--- config.mk ---
export PLATFORM = sky130hd
export DESIGN_NAME = patch_scan_ctrl_flat
export DESIGN_NICKNAME = d
export VERILOG_FILES = /design/src/rtl/patch_scan_ctrl_if.sv /design/src/rtl/patch_scan_ctrl.sv /design/src/flat_wrapper.sv
export SDC_FILE = /design/constraint.sdc
export NUM_CORES = 1
export LEC_CHECK = 0
export CORE_MARGIN = 5
export CORE_UTILIZATION = 44
export DETAILED_ROUTE_END_ITERATION = 12
export GPL_ROUTABILITY_DRIVEN = 1
export PLACE_DENSITY_LB_ADDON = 0.1
export SKIP_LAST_GASP = 1
export SLEW_MARGIN = 10
export SYNTH_ARGS = -nofsm -noshare
export SYNTH_HDL_FRONTEND = slang
export SYNTH_SLANG_ARGS = --single-unit
--- constraint.sdc ---
create_clock -name clk -period 4.21 [get_ports clk]
set_input_delay 0.842 -clock clk [delete_from_list [all_inputs] [get_ports clk]]
set_output_delay 0.842 -clock clk [all_outputs]
set_load 0.02 [all_outputs]
--- src/rtl/patch_scan_ctrl_if.sv ---
// Bundle of the scan sequencer's control, address and patch handshake signals.
// patch_valid/patch_ready: a patch transfers on a rising edge where both are 1;
// once raised, patch_valid stays high with stable latch contents and coordinates
// until that transfer happens.
interface patch_scan_ctrl_if #(
   parameter int ADDR_W = 10
) ();

   logic              start;
   logic              patch_ready;
   logic [ADDR_W-1:0] pixel_addr0;
   logic [ADDR_W-1:0] pixel_addr1;
   logic [ADDR_W-1:0] pixel_addr2;
   logic [ADDR_W-1:0] pixel_addr3;
   logic [ADDR_W-1:0] pixel_addr4;
   logic [ADDR_W-1:0] pixel_addr5;
   logic [ADDR_W-1:0] pixel_addr6;
   logic [ADDR_W-1:0] pixel_addr7;
   logic [ADDR_W-1:0] pixel_addr8;
   logic              load;
   logic              load_full_patch;
   logic              patch_valid;
   logic [4:0]        out_row;
   logic [4:0]        out_col;
   logic              busy;
   logic              done;
   logic [2:0]        state_dbg;

   modport master (
      output start, patch_ready,
      input  pixel_addr0, pixel_addr1, pixel_addr2,
      input  pixel_addr3, pixel_addr4, pixel_addr5,
      input  pixel_addr6, pixel_addr7, pixel_addr8,
      input  load, load_full_patch, patch_valid,
      input  out_row, out_col, busy, done, state_dbg
   );

   modport slave (
      input  start, patch_ready,
      output pixel_addr0, pixel_addr1, pixel_addr2,
      output pixel_addr3, pixel_addr4, pixel_addr5,
      output pixel_addr6, pixel_addr7, pixel_addr8,
      output load, load_full_patch, patch_valid,
      output out_row, out_col, busy, done, state_dbg
   );

endinterface

--- src/rtl/patch_scan_ctrl.sv ---
// 3x3 patch scan sequencer: walks the window column by column, top to bottom,
// drives the nine memory read addresses and the patch latch strobes, and hands
// each latched patch downstream over a valid/ready handshake.
module patch_scan_ctrl #(
   parameter int IMG_W  = 28,
   parameter int IMG_H  = 28,
   parameter int ADDR_W = 10
) (
   input logic               clk,
   input logic               rst,
   patch_scan_ctrl_if.slave  bus
);

   typedef enum logic [2:0] {
      S_IDLE  = 3'd0,
      S_ISSUE = 3'd1,
      S_LOAD  = 3'd2,
      S_WAIT  = 3'd3,
      S_DONE  = 3'd4
   } state_t;

   localparam logic [4:0]        ROW_LAST = 5'(IMG_H - 3);
   localparam logic [4:0]        COL_LAST = 5'(IMG_W - 3);
   localparam logic [ADDR_W-1:0] W_A      = ADDR_W'(IMG_W);

   state_t            state;
   logic [4:0]        row;
   logic [4:0]        col;
   logic              load_q;
   logic              full_q;
   logic              valid_q;
   logic              busy_q;
   logic              done_q;

   logic [ADDR_W-1:0] base_addr;
   logic [ADDR_W-1:0] addr [9];

   // Window addresses from the counters; valid in every state, sampled in ISSUE.
   always_comb begin
      base_addr = ADDR_W'(row) * W_A + ADDR_W'(col);
      for (int r = 0; r < 3; r++) begin
         for (int c = 0; c < 3; c++) begin
            addr[3*r+c] = base_addr + ADDR_W'(r * IMG_W + c);
         end
      end
   end

   // Scan FSM with counters and all strobes registered alongside the state.
   always_ff @(posedge clk) begin
      if (!rst) begin
         state   <= S_IDLE;
         row     <= '0;
         col     <= '0;
         load_q  <= 1'b0;
         full_q  <= 1'b0;
         valid_q <= 1'b0;
         busy_q  <= 1'b0;
         done_q  <= 1'b0;
      end else begin
         case (state)
            S_IDLE: begin
               if (bus.start) begin
                  row    <= '0;
                  col    <= '0;
                  busy_q <= 1'b1;
                  state  <= S_ISSUE;
               end
            end
            S_ISSUE: begin
               // Memories capture data this cycle; latch it on the next one.
               // The first patch of a column has no rows above to shift up.
               load_q <= 1'b1;
               full_q <= (row == '0);
               state  <= S_LOAD;
            end
            S_LOAD: begin
               load_q  <= 1'b0;
               full_q  <= 1'b0;
               valid_q <= 1'b1;
               state   <= S_WAIT;
            end
            S_WAIT: begin
               if (bus.patch_ready) begin
                  valid_q <= 1'b0;
                  if (row == ROW_LAST && col == COL_LAST) begin
                     done_q <= 1'b1;
                     state  <= S_DONE;
                  end else begin
                     if (row == ROW_LAST) begin
                        row <= '0;
                        col <= col + 5'd1;
                     end else begin
                        row <= row + 5'd1;
                     end
                     state <= S_ISSUE;
                  end
               end
            end
            S_DONE: begin
               done_q <= 1'b0;
               busy_q <= 1'b0;
               state  <= S_IDLE;
            end
            default: begin
               load_q  <= 1'b0;
               full_q  <= 1'b0;
               valid_q <= 1'b0;
               busy_q  <= 1'b0;
               done_q  <= 1'b0;
               state   <= S_IDLE;
            end
         endcase
      end
   end

   assign bus.pixel_addr0     = addr[0];
   assign bus.pixel_addr1     = addr[1];
   assign bus.pixel_addr2     = addr[2];
   assign bus.pixel_addr3     = addr[3];
   assign bus.pixel_addr4     = addr[4];
   assign bus.pixel_addr5     = addr[5];
   assign bus.pixel_addr6     = addr[6];
   assign bus.pixel_addr7     = addr[7];
   assign bus.pixel_addr8     = addr[8];
   assign bus.load            = load_q;
   assign bus.load_full_patch = full_q;
   assign bus.patch_valid     = valid_q;
   assign bus.out_row         = row;
   assign bus.out_col         = col;
   assign bus.busy            = busy_q;
   assign bus.done            = done_q;
   assign bus.state_dbg       = state;

endmodule
--- src/flat_wrapper.sv ---
// flat-port wrapper written by rule: the top's interface ports become plain ports
module patch_scan_ctrl_flat 
#(
   parameter int IMG_W  = 28,
   parameter int IMG_H  = 28,
   parameter int ADDR_W = 10
)
  (clk, rst, bus_start, bus_patch_ready, bus_pixel_addr0, bus_pixel_addr1, bus_pixel_addr2, bus_pixel_addr3, bus_pixel_addr4, bus_pixel_addr5, bus_pixel_addr6, bus_pixel_addr7, bus_pixel_addr8, bus_load, bus_load_full_patch, bus_patch_valid, bus_out_row, bus_out_col, bus_busy, bus_done, bus_state_dbg);
  patch_scan_ctrl_if #(.ADDR_W(ADDR_W)) bus_i ();
  input logic clk;
  input logic rst;
  input wire logic [$bits(bus_i.start)-1:0] bus_start;
  input wire logic [$bits(bus_i.patch_ready)-1:0] bus_patch_ready;
  output wire logic [$bits(bus_i.pixel_addr0)-1:0] bus_pixel_addr0;
  output wire logic [$bits(bus_i.pixel_addr1)-1:0] bus_pixel_addr1;
  output wire logic [$bits(bus_i.pixel_addr2)-1:0] bus_pixel_addr2;
  output wire logic [$bits(bus_i.pixel_addr3)-1:0] bus_pixel_addr3;
  output wire logic [$bits(bus_i.pixel_addr4)-1:0] bus_pixel_addr4;
  output wire logic [$bits(bus_i.pixel_addr5)-1:0] bus_pixel_addr5;
  output wire logic [$bits(bus_i.pixel_addr6)-1:0] bus_pixel_addr6;
  output wire logic [$bits(bus_i.pixel_addr7)-1:0] bus_pixel_addr7;
  output wire logic [$bits(bus_i.pixel_addr8)-1:0] bus_pixel_addr8;
  output wire logic [$bits(bus_i.load)-1:0] bus_load;
  output wire logic [$bits(bus_i.load_full_patch)-1:0] bus_load_full_patch;
  output wire logic [$bits(bus_i.patch_valid)-1:0] bus_patch_valid;
  output wire logic [$bits(bus_i.out_row)-1:0] bus_out_row;
  output wire logic [$bits(bus_i.out_col)-1:0] bus_out_col;
  output wire logic [$bits(bus_i.busy)-1:0] bus_busy;
  output wire logic [$bits(bus_i.done)-1:0] bus_done;
  output wire logic [$bits(bus_i.state_dbg)-1:0] bus_state_dbg;
  assign bus_i.start = bus_start;
  assign bus_i.patch_ready = bus_patch_ready;
  assign bus_pixel_addr0 = bus_i.pixel_addr0;
  assign bus_pixel_addr1 = bus_i.pixel_addr1;
  assign bus_pixel_addr2 = bus_i.pixel_addr2;
  assign bus_pixel_addr3 = bus_i.pixel_addr3;
  assign bus_pixel_addr4 = bus_i.pixel_addr4;
  assign bus_pixel_addr5 = bus_i.pixel_addr5;
  assign bus_pixel_addr6 = bus_i.pixel_addr6;
  assign bus_pixel_addr7 = bus_i.pixel_addr7;
  assign bus_pixel_addr8 = bus_i.pixel_addr8;
  assign bus_load = bus_i.load;
  assign bus_load_full_patch = bus_i.load_full_patch;
  assign bus_patch_valid = bus_i.patch_valid;
  assign bus_out_row = bus_i.out_row;
  assign bus_out_col = bus_i.out_col;
  assign bus_busy = bus_i.busy;
  assign bus_done = bus_i.done;
  assign bus_state_dbg = bus_i.state_dbg;
  patch_scan_ctrl #(.IMG_W(IMG_W), .IMG_H(IMG_H), .ADDR_W(ADDR_W)) u_core (.clk(clk), .rst(rst), .bus(bus_i));
endmodule
Word-level counts from Yosys, hierarchy flattened
Index checks and enable logic that the tools add are counted.
Word-level totals
  bits of input ports: 4
  register bits: 18
  output and inout port bits: 108
Operators by class
  equality and inequality tests: 11
  add/subtract/negate cells: 11
  multiply operators: 1
  bitwise gates (word level): 3
  multiplexer cells: 22
  reduce and logical (&&, ||, !) cells: 14
Operators with widths (number)
  two-way mux 5 bit: 7
  adder 10 x 5 -> 10 bit, second input constant: 3
  adder 10 x 6 -> 10 bit, second input constant: 3
  case mux 5 bit (2 select lines): 2
  case mux 3 bit (4 select lines): 1
  OR reduction 3 bit: 4
  adder 10 x 1 -> 10 bit, second input constant: 1
  adder 10 x 2 -> 10 bit, second input constant: 1
  adder 10 x 5 -> 10 bit: 1
  adder 5 x 1 -> 5 bit, second input constant: 2
  equality test 5 bit, second input constant: 2
  two-way mux 3 bit: 3
  multiplier 5 x 3 -> 8 bit, second input constant: 1
  case mux 1 bit (2 select lines): 4
  equality test 3 x 2 -> 1 bit, second input constant: 2
  != test 2 bit, second input constant: 3
  AND reduction 2 bit: 3
  logical NOT 5 bit: 1
  AND reduction 5 bit: 1
  two-way mux 1 bit: 4
  != test 2 x 1 -> 1 bit, second input constant: 2
  AND reduction 4 bit: 1
  equality test 3 x 1 -> 1 bit, second input constant: 1
  equality test 3 bit, second input constant: 1
  other kinds (6): 8

Longest topological paths before layout
Gate-level depths: netlist of the first run.
  depth after elaboration: 5
  mapped depth: 12
  gate-level depth less buffers: 12

Worst setup path after synthesis of the first run
No wires, ideal clock.
  kind: flip-flop to output port
  from: reg u_core.row[2], in the netlist u_core.bus.out_row[2]
  to: out bus_pixel_addr4[7]
  data required time: 3368 ps
  cell stages (with the launch flop): 12
  path buffers: 0
  slack: -85 ps
  arrival: 3453 ps
  path through: dfxtp_1 -> fa_1 -> ha_1 -> ha_1 -> xnor2_4 -> clkinv_1 -> ha_1 -> inv_1 -> nor2_1 -> nand2_1 -> nand2_1 -> xnor2_1
Between the ends
  longest elaborated chain between the ends: 3
RTL lines
  start: declaration: RTL line patch_scan_ctrl.sv:27  | logic [4:0] row;
  start signal: assignment: RTL line patch_scan_ctrl.sv:93  | row <= row + 5'd1;
  multiplier 5 x 3 -> 8 bit: RTL line patch_scan_ctrl.sv:40  | base_addr = ADDR_W'(row) * W_A + ADDR_W'(col);
  adder 10 x 5 -> 10 bit: RTL line patch_scan_ctrl.sv:40
  net bus_pixel_addr0[4]: RTL line flat_wrapper.sv:14  | output wire logic [$bits(bus_i.pixel_addr0)-1:0] bus_pixel_addr0;
  adder 10 x 5 -> 10 bit: RTL line patch_scan_ctrl.sv:43  | addr[3*r+c] = base_addr + ADDR_W'(r * IMG_W + c);
  end: declaration: RTL line flat_wrapper.sv:18  | output wire logic [$bits(bus_i.pixel_addr4)-1:0] bus_pixel_addr4;
The timed path passes the listed nets, and every way through them passes these cells.

Worst setup path in the final report of the first run
  from: reg u_core.row[0], in the netlist u_core.bus.out_row[0]
  to: out bus_pixel_addr1[9]
Between the ends
  longest elaborated chain between the ends: 3
RTL lines
  multiplier 5 x 3 -> 8 bit: RTL line patch_scan_ctrl.sv:40
  adder 10 x 5 -> 10 bit: RTL line patch_scan_ctrl.sv:40
  adder 10 x 1 -> 10 bit: RTL line patch_scan_ctrl.sv:43
  end: declaration: RTL line flat_wrapper.sv:15  | output wire logic [$bits(bus_i.pixel_addr1)-1:0] bus_pixel_addr1;
Every way passes these cells.

==> results of run 1 <==
-- timing repair --
item,CTS,global route
setup buffers,6,13
gates cloned,0,0
hold endpoints to repair,0,0
endpoints found under the setup margin,42,39
resized for setup,72,79
pin swaps,5,15
-- worst paths after layout --
| kind | startpoint | end | slack [ps] | cells past startpoint |
|---|---|---|---|---|
| setup / recovery | u_core.bus.out_row[0] | bus_pixel_addr1[9] | -50 | 13 |
| hold reg to reg | u_core.bus.busy | u_core.bus.busy | 460 | 2 |
| setup reg to reg | u_core.bus.out_col[1] | u_core.bus.out_row[4] | 2040 | 7 |
| hold / removal | u_core.bus.busy | u_core.bus.busy | 460 | 2 |
-- through the flow --
step / util, % / TNS (ps) / hold slack (ps) / power (W) / cell area [um^2]
floorplan: - / 0 / 522.1 / 0.0005112 / 2626
global placement: 66.92 / -813.5 / 435.9 / 0.0007943 / 3915
detailed placement: 66.92 / -2183 / 447.8 / 0.0008001 / 3915
CTS: 68.52 / -535.1 / 458.6 / 0.0009255 / 4009
global route: 71.15 / -851.9 / 473.4 / 0.0009837 / 4163
finish: 71.15 / -83.57 / 461.0 / 0.0009296 / 4163
-- per-layer routing --
metal | share of wire (%) | up-vias
li1 | - | 1318
met1 | 41 | 1217
met2 | 49 | 110
met3 | 8.7 | 14
met4 | 2.0 | 0
met5 | 0 | -
-- state kept, by name, summed over array words and instances, names as in the netlist --
name	flops
u_core.bus.out_col	5
u_core.bus.busy	1
u_core.bus.patch_valid	1
u_core.bus.done	1
u_core.bus.load	1
u_core.bus.load_full_patch	1
u_core.bus.out_row	5
u_core.bus.state_dbg	3
-- layout by cell type, fill, tap and decap left out, types with 3 or more instances in the layout --
master / instances
sky130_fd_sc_hd__clkbuf_8: 4
sky130_fd_sc_hd__nand2_1: 26
sky130_fd_sc_hd__clkbuf_2: 11
sky130_fd_sc_hd__buf_6: 4
sky130_fd_sc_hd__fa_1: 4
sky130_fd_sc_hd__ha_1: 24
sky130_fd_sc_hd__clkdlybuf4s50_1: 67
sky130_fd_sc_hd__o21ai_0: 15
sky130_fd_sc_hd__buf_4: 57
sky130_fd_sc_hd__xnor2_4: 4
sky130_fd_sc_hd__inv_1: 27
sky130_fd_sc_hd__dlygate4sd2_1: 14
sky130_fd_sc_hd__buf_2: 4
sky130_fd_sc_hd__nand3_1: 15
sky130_fd_sc_hd__nor3_1: 4
sky130_fd_sc_hd__o21bai_1: 3
sky130_fd_sc_hd__dlymetal6s2s_1: 6
sky130_fd_sc_hd__xor2_1: 12
sky130_fd_sc_hd__nor2_1: 28
sky130_fd_sc_hd__inv_2: 3
sky130_fd_sc_hd__nor2b_1: 3
sky130_fd_sc_hd__dfxtp_2: 3
sky130_fd_sc_hd__a21oi_1: 9
sky130_fd_sc_hd__xnor2_1: 39
sky130_fd_sc_hd__a21oi_2: 3
sky130_fd_sc_hd__dfxtp_1: 15
-- worst max-delay path: stages (launching register included) --
cell and delay, ps:
sky130_fd_sc_hd__dfxtp_2 330, sky130_fd_sc_hd__fa_1 480, sky130_fd_sc_hd__ha_2 200, sky130_fd_sc_hd__fa_2 590, sky130_fd_sc_hd__buf_6 100, sky130_fd_sc_hd__o21ba_4 140
sky130_fd_sc_hd__or2_4 280, sky130_fd_sc_hd__buf_6 140, sky130_fd_sc_hd__inv_2 60, sky130_fd_sc_hd__nand4b_1 210, sky130_fd_sc_hd__buf_4 220, sky130_fd_sc_hd__nor2_1 130
sky130_fd_sc_hd__xnor2_1 120, sky130_fd_sc_hd__buf_2 170
-- logic make-up (layout without fill, tap and decap cells) --
logic type	count (synthesis)	in the layout	synth area share, %
flops	18	18	13.77
xor+xnor	60	60	23.81
mux	2	2	0.9081
fa+ha+maj	32	32	17.02
compound gates	50	50	13.72
simple gates	101	101	19.50
buf+inv	59	200	11.28
-- power groups by stage --
stage | Combinational, W | Clock [W] | Sequential (W)
after floorplan | 0.000310 | 0 | 0.000201
after global placement | 0.000601 | 0 | 0.000193
after detailed placement | 0.000606 | 0 | 0.000194
after CTS | 0.000592 | 0.000144 | 0.000190
after global routing | 0.000640 | 0.000152 | 0.000191
final | 0.000599 | 0.000140 | 0.000190
-- area by class of cell --
type / count / area [um^2]
Timing Repair Buffer: 165 / 1446
Multi-Input combinational cell: 245 / 2087
Sequential cell: 18 / 364.1
Fill cell: 447 / 1688
Clock buffer: 4 / 55.05
Inverter: 31 / 116.4
Tap cell: 75 / 93.84
==> out/qor.log, run 1 <==
qor: outcome.run_status complete, but fails checks
qor: outcome.violations negative setup slack
qor: power.ir_drop 0.0002272 V
qor: clock_tree.clock-root-buffer sky130_fd_sc_hd__clkbuf_8
qor: clock_tree.hold_buffers 0
qor: global_routing.grt_antenna_before_repair 0
qor: placement.hpwl 6.362 mm
qor: synth.synth_sequential_area_ratio 13.77%
qor: floorplanning.die-area 7592 um^2
qor: sta.final.setup_skew 2.194 ps
qor: global_routing.met3_usage 4.068%
qor: global_routing.grt_util_met2 36.78%
qor: global_routing.grt_max_degree 16
qor: synth.netlist_instances 322
qor: synth.synth.area.top_cells sky130_fd_sc_hd__dfxtp_1 14%, sky130_fd_sc_hd__xnor2_1 14%, sky130_fd_sc_hd__ha_1 12%
qor: setup_path.setup.worst_path.start_class flop
qor: sta.final_critical_path_setup_slack -47.07 ps
qor: synth.ys_ff_latch 18
qor: setup_path.worst-endpoint-required 3370 ps
qor: synth.synth_flop_cell sky130_fd_sc_hd__dfxtp_1
qor: clock_tree.cts.path.max_buffers 2
qor: cells_and_area.final_net_count 500
qor: synth.synthDistinctLibCells 59
qor: clock_tree.clk_pin_slew_worst_paths 70 ps
qor: sta.grt_setup_unrepaired yes
qor: global_routing.global_route.peak_usage_layer met2
qor: power.p_leak 1.982 nW
qor: placement.place.detailed.instances 515
qor: floorplanning.start_util 44.74%
qor: global_routing.grt_remaining_overflow 0
qor: drt.vias_per_cell 4.942
qor: floorplanning.row_count 28
qor: setup_path.class_of_the_most_critical_setup_path reg -> out
qor: flow_run.max_cap_viol_count 0
qor: power.internal-power 0.0005340 W
qor: power.share_of_total_power_in_sequential_cells 20.5%
qor: sta.final_max_slew_viol_count 0
qor: synth.syn_area_per_cell 8.129 um^2
qor: synth.yosys.area.top_type_share 13.77%
qor: drt.route.vias.total 2659
qor: drt.detail_route.wl_per_cell 14.78 um
qor: placement.buffer_ports.inserted 111
qor: cells_and_area.diodes 0
qor: floorplanning.chipHeight 87.13 um
qor: cells_and_area.area.growth.synth_to_final 59.03%
qor: floorplanning.fp.dieW 87.13 um
qor: sta.timing_hold_violations_final 0
qor: clock_tree.tritoncts done
qor: sta.worstMarginPinSlew 481.7 ps
qor: synth.synth_enable_flop_cells 0
qor: setup_path.timing.critical_path.to_type primary output
qor: synth.synth_commonest_cells 41 x sky130_fd_sc_hd__xnor2_1, 32 x sky130_fd_sc_hd__nor2_1, 27 x sky130_fd_sc_hd__inv_1
qor: sta.worst_slew_margin_rel 67.84%
qor: global_routing.global_route.usage.total 20.09%
qor: sta.final_min_period_over_clock_period 101.1%
qor: clock_tree.clkLatencyLatePin 250 ps
qor: clock_tree.number_of_buffers_added_by_the_clock_tree_synthesis_step 3
qor: global_routing.gr-usage-met1 24.12%
qor: synth.postSynthNetCount 358
qor: global_routing.vias_in_the_first_global_route 2611
qor: floorplanning.coreArea 5851 um^2
qor: synth.mappedNetlistArea 2618 um^2
qor: clock_tree.cts_sinks 18
qor: drt.dr.first_iter.drc_count 129
qor: floorplanning.io_pins 112
qor: cells_and_area.stdcell_count 538
qor: drt.totalWireLength 7.950 mm
qor: power.combPwrFrac 64.4%
qor: setup_path.worst-endpoint-arrival 3420 ps
qor: sta.max_freq 234.9 MHz
qor: power.power_share_of_the_clock_group 15.1%
qor: power.p_sw 0.0003957 W
qor: synth.yosysMostFrequentCell sky130_fd_sc_hd__xnor2_1
qor: drt.detail_route.drc_violations 0
qor: placement.gp_congestion 0.8436
qor: sta.finalWorstPathRequiredPeriod 4257 ps
qor: clock_tree.htree_levels 1
qor: synth.async_reset_ff_share 0%
qor: setup_path.worst-path-max-fanout 6
qor: synth.yosys_warnings 0
qor: cells_and_area.layout-drive-gt1-share 26.78%
qor: global_routing.first_pass_grt_wire_length 12.43 mm
qor: power.cellPowerDensity 223.3 nW/um^2
qor: power.power_switching_share 42.56%
qor: synth.synth_largest_area_cell sky130_fd_sc_hd__dfxtp_1
qor: drt.count_of_antenna_violating_nets_left_after_detailed_routing 0
qor: placement.post-place-ws -169.5 ps
qor: sta.setup-violations-final 4
qor: hold_path.hold_class reg -> reg
qor: drt.dr.pass1.iters 4
No activity file was read; power rests on OpenSTA's default activity.
==> inputs of run 2 (changes only) <==
--- a/config.mk
+++ b/config.mk
@@ -5,7 +5,7 @@
 export SDC_FILE = /design/constraint.sdc
 export NUM_CORES = 1
 export LEC_CHECK = 0
-export CORE_MARGIN = 5
+export CORE_MARGIN = 2
 export CORE_UTILIZATION = 44
 export DETAILED_ROUTE_END_ITERATION = 12
 export GPL_ROUTABILITY_DRIVEN = 1
==> out/qor.log, run 2 (synthesis gave the netlist of run 1 again) <==
qor: clock_tree.cts.path.max_buffers 2
qor: floorplanning.chipHeight 81.13 um
qor: setup_path.reg2reg_setup_slack 1960 ps
qor: floorplanning.start_util 44.74%
qor: drt.detail_route.wl_per_cell 14.09 um
qor: sta.final_critical_path_setup_slack -57.89 ps
qor: drt.dr.first_iter.drc_count 76
qor: sta.max_freq 234.3 MHz
qor: setup_path.setup.worst_path.start_class flop
qor: sta.final_max_slew_viol_count 0
qor: cells_and_area.nFillCells 490
qor: sta.final.setup_skew 4.174 ps
qor: cells_and_area.area.growth.synth_to_final 53.06%
qor: drt.route.vias.total 2585
qor: placement.buffer_ports.inserted 111
qor: power.ir_drop 0.0002078 V
qor: setup_path.worst-path-max-fanout 4
qor: floorplanning.row_count 28
qor: clock_tree.cts_sinks 18
qor: drt.vias_per_cell 4.962
qor: global_routing.grt_max_degree 16
qor: sta.finalWorstPathRequiredPeriod 4268 ps
qor: drt.count_of_antenna_violating_nets_left_after_detailed_routing 0
qor: power.power_share_of_the_clock_group 13.4%
qor: sta.worst_slew_margin_rel 66.58%
qor: placement.gp_congestion 0.8376
qor: sta.timing_hold_violations_final 0
qor: power.share_of_total_power_in_sequential_cells 21.5%
qor: sta.worstMarginPinSlew 500.6 ps
qor: clock_tree.clk_pin_slew_worst_paths 70 ps
qor: cells_and_area.diodes 0
qor: cells_and_area.most-common-layout-cells 68 x sky130_fd_sc_hd__clkdlybuf4s50_1, 40 x sky130_fd_sc_hd__xnor2_1, 40 x sky130_fd_sc_hd__buf_4, 29 x sky130_fd_sc_hd__nor2_1, 27 x sky130_fd_sc_hd__inv_1
qor: clock_tree.tritoncts done
qor: clock_tree.clock-root-buffer sky130_fd_sc_hd__clkbuf_8
qor: outcome.run_status complete, but fails checks
qor: global_routing.grt_antenna_before_repair 0
qor: global_routing.vias_in_the_first_global_route 2498
qor: setup_path.timing.critical_path.to_type primary output
qor: clock_tree.number_of_buffers_added_by_the_clock_tree_synthesis_step 3
qor: cells_and_area.layout-drive-gt1-share 21.30%
qor: power.p_sw 0.0003816 W
qor: floorplanning.die-area 6582 um^2
qor: clock_tree.htree_levels 1
qor: sta.grt_setup_unrepaired yes
qor: drt.dr.pass1.iters 4
qor: power.combPwrFrac 65.1%
qor: global_routing.global_route.usage.total 22.23%
qor: power.cellPowerDensity 220.7 nW/um^2
qor: floorplanning.coreArea 5851 um^2
qor: clock_tree.hold_buffers 0
qor: clock_tree.clkLatencyLatePin 250 ps
qor: global_routing.first_pass_grt_wire_length 11.75 mm
qor: cells_and_area.multiInputGateArea 2036 um^2
qor: hold_path.hold_class reg -> reg
qor: drt.detail_route.drc_violations 0
qor: drt.totalWireLength 7.340 mm
qor: cells_and_area.final_net_count 484
qor: outcome.violations negative setup slack
qor: power.internal-power 0.0005024 W
qor: sta.timing.hold.ws 449.8 ps
qor: setup_path.class_of_the_most_critical_setup_path reg -> out
qor: setup_path.worst-endpoint-arrival 3430 ps
qor: cells_and_area.seqCellArea 362.8 um^2
qor: placement.hpwl 5.899 mm
qor: sta.setup-violations-final 3
qor: placement.dpl-instance-area 3905 um^2
qor: power.p_leak 1.926 nW
qor: setup_path.worst-endpoint-required 3370 ps
qor: sta.final_min_period_over_clock_period 101.4%
qor: floorplanning.io_pins 112
qor: cells_and_area.leading_cell_type_in_the_layout_fill_and_taps_excluded sky130_fd_sc_hd__clkdlybuf4s50_1
qor: cells_and_area.fin_area 4006 um^2
qor: flow_run.max_cap_viol_count 0
qor: power.power_switching_share 43.17%
qor: floorplanning.fp.dieW 81.13 um
qor: global_routing.grt_remaining_overflow 0
==> run 2: cell type report <==
class,instances,share of cell area [%]
multi-input cells,245,50.81
repair buffers,149,33.85
flip-flops and latches,18,9.057
inverters,31,2.904
well taps,75,2.342
clock buffers,3,1.031
==> run 2: repair_timing <==
action	in CTS	in global routing
setup endpoints to repair	36	38
resized for setup	41	73
buffers inserted	3	3
pin swaps	2	0
==> run 2: power by group through the flow <==
stage	sequential [W]	combinational, W	clock, W
detailed placement	0.000194	0.000588	0
global route	0.000192	0.000621	0.000129
finish	0.000190	0.000575	0.000119
floorplan	0.000201	0.000310	0
global placement	0.000193	0.000584	0
CTS	0.000190	0.000580	0.000122
==> run 2: worst paths after layout <==
check | cells after the start | endpoint | startpoint
setup / recovery | 12 | bus_pixel_addr5[9] | u_core.bus.out_row[0]
hold / removal | 2 | u_core.bus.busy | u_core.bus.busy
setup reg to reg | 6 | u_core.bus.out_col[2] | u_core.bus.out_col[1]
hold reg to reg | 2 | u_core.bus.busy | u_core.bus.busy
==> run 2: metal layers <==
metal	GRT usage [%]	part of all wire (%)	vias to the layer above
li1	-	-	1283
met1	26.97	42	1199
met2	41.24	50	93
met3	4.111	6.8	10
met4	3.559	1.2	0
met5	0	0	-
==> run 2: worst max-delay path, cell delays in order, from the launching register on <==
cell	delay [ps]
sky130_fd_sc_hd__dfxtp_1	330
sky130_fd_sc_hd__fa_1	480
sky130_fd_sc_hd__ha_1	240
sky130_fd_sc_hd__fa_1	490
sky130_fd_sc_hd__a21oi_2	230
sky130_fd_sc_hd__o21bai_4	90
sky130_fd_sc_hd__xor2_4	190
sky130_fd_sc_hd__buf_4	160
sky130_fd_sc_hd__nand4b_1	150
sky130_fd_sc_hd__buf_4	200
sky130_fd_sc_hd__a21oi_1	150
sky130_fd_sc_hd__xnor2_1	130
sky130_fd_sc_hd__clkdlybuf4s15_1	330
==> run 2: per-stage QoR <==
step	setup slack (ps)	setup TNS, ps	total power (W)	util, %	std cells
after global placement	-9.406	-17.35	0.0007771	66.75	512
after floorplan	49.69	0	0.0005112	-	322
after global routing	-244.2	-992.2	0.0009413	68.48	521
after detailed placement	-54.77	-193.8	0.0007818	66.75	512
final	-57.89	-144.8	0.0008840	68.48	521
after CTS	-243.8	-853.0	0.0008912	67.81	518
==> inputs of run 3 (changes only) <==
--- a/config.mk
+++ b/config.mk
@@ -5,10 +5,12 @@
 export SDC_FILE = /design/constraint.sdc
 export NUM_CORES = 1
 export LEC_CHECK = 0
+export CAP_MARGIN = 5
 export CORE_MARGIN = 2
 export CORE_UTILIZATION = 44
 export DETAILED_ROUTE_END_ITERATION = 12
 export GPL_ROUTABILITY_DRIVEN = 1
+export MAX_ROUTING_LAYER = met4
 export PLACE_DENSITY_LB_ADDON = 0.1
 export SKIP_LAST_GASP = 1
 export SLEW_MARGIN = 10
==> out/qor.log, run 3 (synthesis gave the netlist of run 1 again) <==
qor: global_routing.first_pass_grt_wire_length 11.74 mm
qor: clock_tree.hold_buffers 0
qor: clock_tree.number_of_buffers_added_by_the_clock_tree_synthesis_step 3
qor: outcome.violations negative setup slack
qor: clock_tree.htree_levels 1
qor: global_routing.met3_usage 4.111%
qor: floorplanning.coreArea 5851 um^2
qor: cells_and_area.diodes 0
qor: clock_tree.cts_sinks 18
qor: drt.detail_route.wl_per_cell 14.09 um
qor: sta.timing_hold_violations_final 0
qor: sta.final.setup_skew 4.122 ps
qor: floorplanning.start_util 44.74%
qor: floorplanning.die-area 6582 um^2
qor: setup_path.setup.worst_path.start_class flop
qor: drt.dr.pass1.iters 4
qor: global_routing.grt_remaining_overflow 0
qor: sta.timing.hold.ws 449.8 ps
qor: hold_path.hold_path_startpoint u_core.bus.busy
qor: sta.worstMarginPinSlew 500.6 ps
qor: sta.max_freq 234.3 MHz
qor: clock_tree.tritoncts done
qor: placement.gp_congestion 0.8506
qor: power.p_leak 1.926 nW
qor: setup_path.class_of_the_most_critical_setup_path reg -> out
qor: sta.final_min_period_over_clock_period 101.4%
qor: setup_path.cp-startpoint u_core.bus.out_row[0]
qor: drt.totalWireLength 7.341 mm
qor: global_routing.global_route.usage.total 22.84%
qor: power.cellPowerDensity 220.7 nW/um^2
qor: sta.grt_setup_unrepaired yes
qor: drt.dr.first_iter.drc_count 75
qor: cells_and_area.final_net_count 484
qor: placement.place.detailed.instances 512
qor: setup_path.r2r-start u_core.bus.out_col[1]
qor: setup_path.worst-endpoint-required 3370 ps
qor: cells_and_area.seqCellArea 362.8 um^2
qor: global_routing.gr-usage-met1 26.90%
qor: cells_and_area.area.growth.synth_to_final 53.06%
qor: clock_tree.clkLatencyLatePin 250 ps
qor: outcome.run_status complete, but fails checks
qor: sta.tns -144.5 ps
qor: cells_and_area.nFillCells 490
qor: cells_and_area.most-common-layout-cells 68 x sky130_fd_sc_hd__clkdlybuf4s50_1, 40 x sky130_fd_sc_hd__xnor2_1, 40 x sky130_fd_sc_hd__buf_4, 29 x sky130_fd_sc_hd__nor2_1, 27 x sky130_fd_sc_hd__inv_1
qor: sta.final_critical_path_setup_slack -57.78 ps
qor: clock_tree.clock-root-buffer sky130_fd_sc_hd__clkbuf_8
qor: flow_run.max_cap_viol_count 0
qor: cells_and_area.layout-drive-gt1-share 21.30%
qor: floorplanning.fp.dieW 81.13 um
qor: placement.hpwl 5.899 mm
qor: placement.buffer_ports.inserted 111
qor: drt.detail_route.drc_violations 0
qor: cells_and_area.stdcell_count 521
qor: sta.worst_slew_margin_rel 66.58%
qor: cells_and_area.multiInputGateArea 2036 um^2
qor: hold_path.hold_class reg -> reg
qor: placement.dpl-instance-area 3905 um^2
qor: cells_and_area.fin_area 4006 um^2
qor: cells_and_area.leading_cell_type_in_the_layout_fill_and_taps_excluded sky130_fd_sc_hd__clkdlybuf4s50_1
qor: global_routing.global_route.peak_usage_layer met2
qor: setup_path.worst-path-max-fanout 4
qor: sta.setup-violations-final 3
qor: floorplanning.row_count 28
qor: drt.count_of_antenna_violating_nets_left_after_detailed_routing 0
qor: global_routing.grt_max_degree 16
qor: power.total_chip_power 0.0008841 W
qor: clock_tree.cts.path.max_buffers 2
qor: setup_path.timing.critical_path.to_type primary output
qor: power.ir_drop 0.0002078 V
qor: global_routing.grt_antenna_before_repair 0
qor: floorplanning.chipHeight 81.13 um
qor: sta.final_max_slew_viol_count 0
qor: setup_path.worst-endpoint-arrival 3430 ps
qor: floorplanning.io_pins 112
qor: global_routing.vias_in_the_first_global_route 2495
qor: sta.finalWorstPathRequiredPeriod 4268 ps
qor: clock_tree.clk_pin_slew_worst_paths 70 ps
qor: global_routing.grt_util_met2 41.24%
qor: drt.route.vias.total 2586
qor: drt.vias_per_cell 4.964
[run 3: through the flow]
stage,worst slack [ps],util (%)
global placement,-9.406,66.75
floorplan,49.69,-
detailed placement,-54.77,66.75
finish,-57.78,68.48
CTS,-243.8,67.81
global route,-244.2,68.48
[run 3: path summary, 6_finish.rpt]
check,to,slack (ps),cells past startpoint
min reg2reg,u_core.bus.busy,450,2
max reg2reg,u_core.bus.out_col[2],1960,6
max,bus_pixel_addr5[9],-60,12
min,u_core.bus.busy,450,2
[run 3: layout make-up]
type                    count  share of cell area [%]
multi-input cells         245                   50.81
repair buffers            149                   33.85
flip-flops and latches     18                   9.057
inverters                  31                   2.904
well taps                  75                   2.342
clock buffers               3                   1.031
[run 3: repair_timing]
item	in CTS	in global routing
buffers inserted	3	3
setup endpoints to repair	36	38
gates resized for setup	41	73
pin swaps	2	0
gates cloned	0	0
[run 3: metal layers]
metal  vias up  share of wire, %
met2        93                50
met1      1200                42
met3        10               6.7
met5         -                 0
li1       1283                 -
met4         0               1.2
[run 3: power by group]
group,internal (W),switching (W)
clock network,0.0000635,0.0000550
logic,0.000260,0.000315
registers,0.000179,0.0000111
[run 3: worst max-delay path: stages, from the launching register on]
cell and delay, ps:
sky130_fd_sc_hd__dfxtp_1 330, sky130_fd_sc_hd__fa_1 480, sky130_fd_sc_hd__ha_1 240, sky130_fd_sc_hd__fa_1 490, sky130_fd_sc_hd__a21oi_2 230, sky130_fd_sc_hd__o21bai_4 90, sky130_fd_sc_hd__xor2_4 190, sky130_fd_sc_hd__buf_4 160
sky130_fd_sc_hd__nand4b_1 150, sky130_fd_sc_hd__buf_4 200, sky130_fd_sc_hd__a21oi_1 150, sky130_fd_sc_hd__xnor2_1 130, sky130_fd_sc_hd__clkdlybuf4s15_1 330
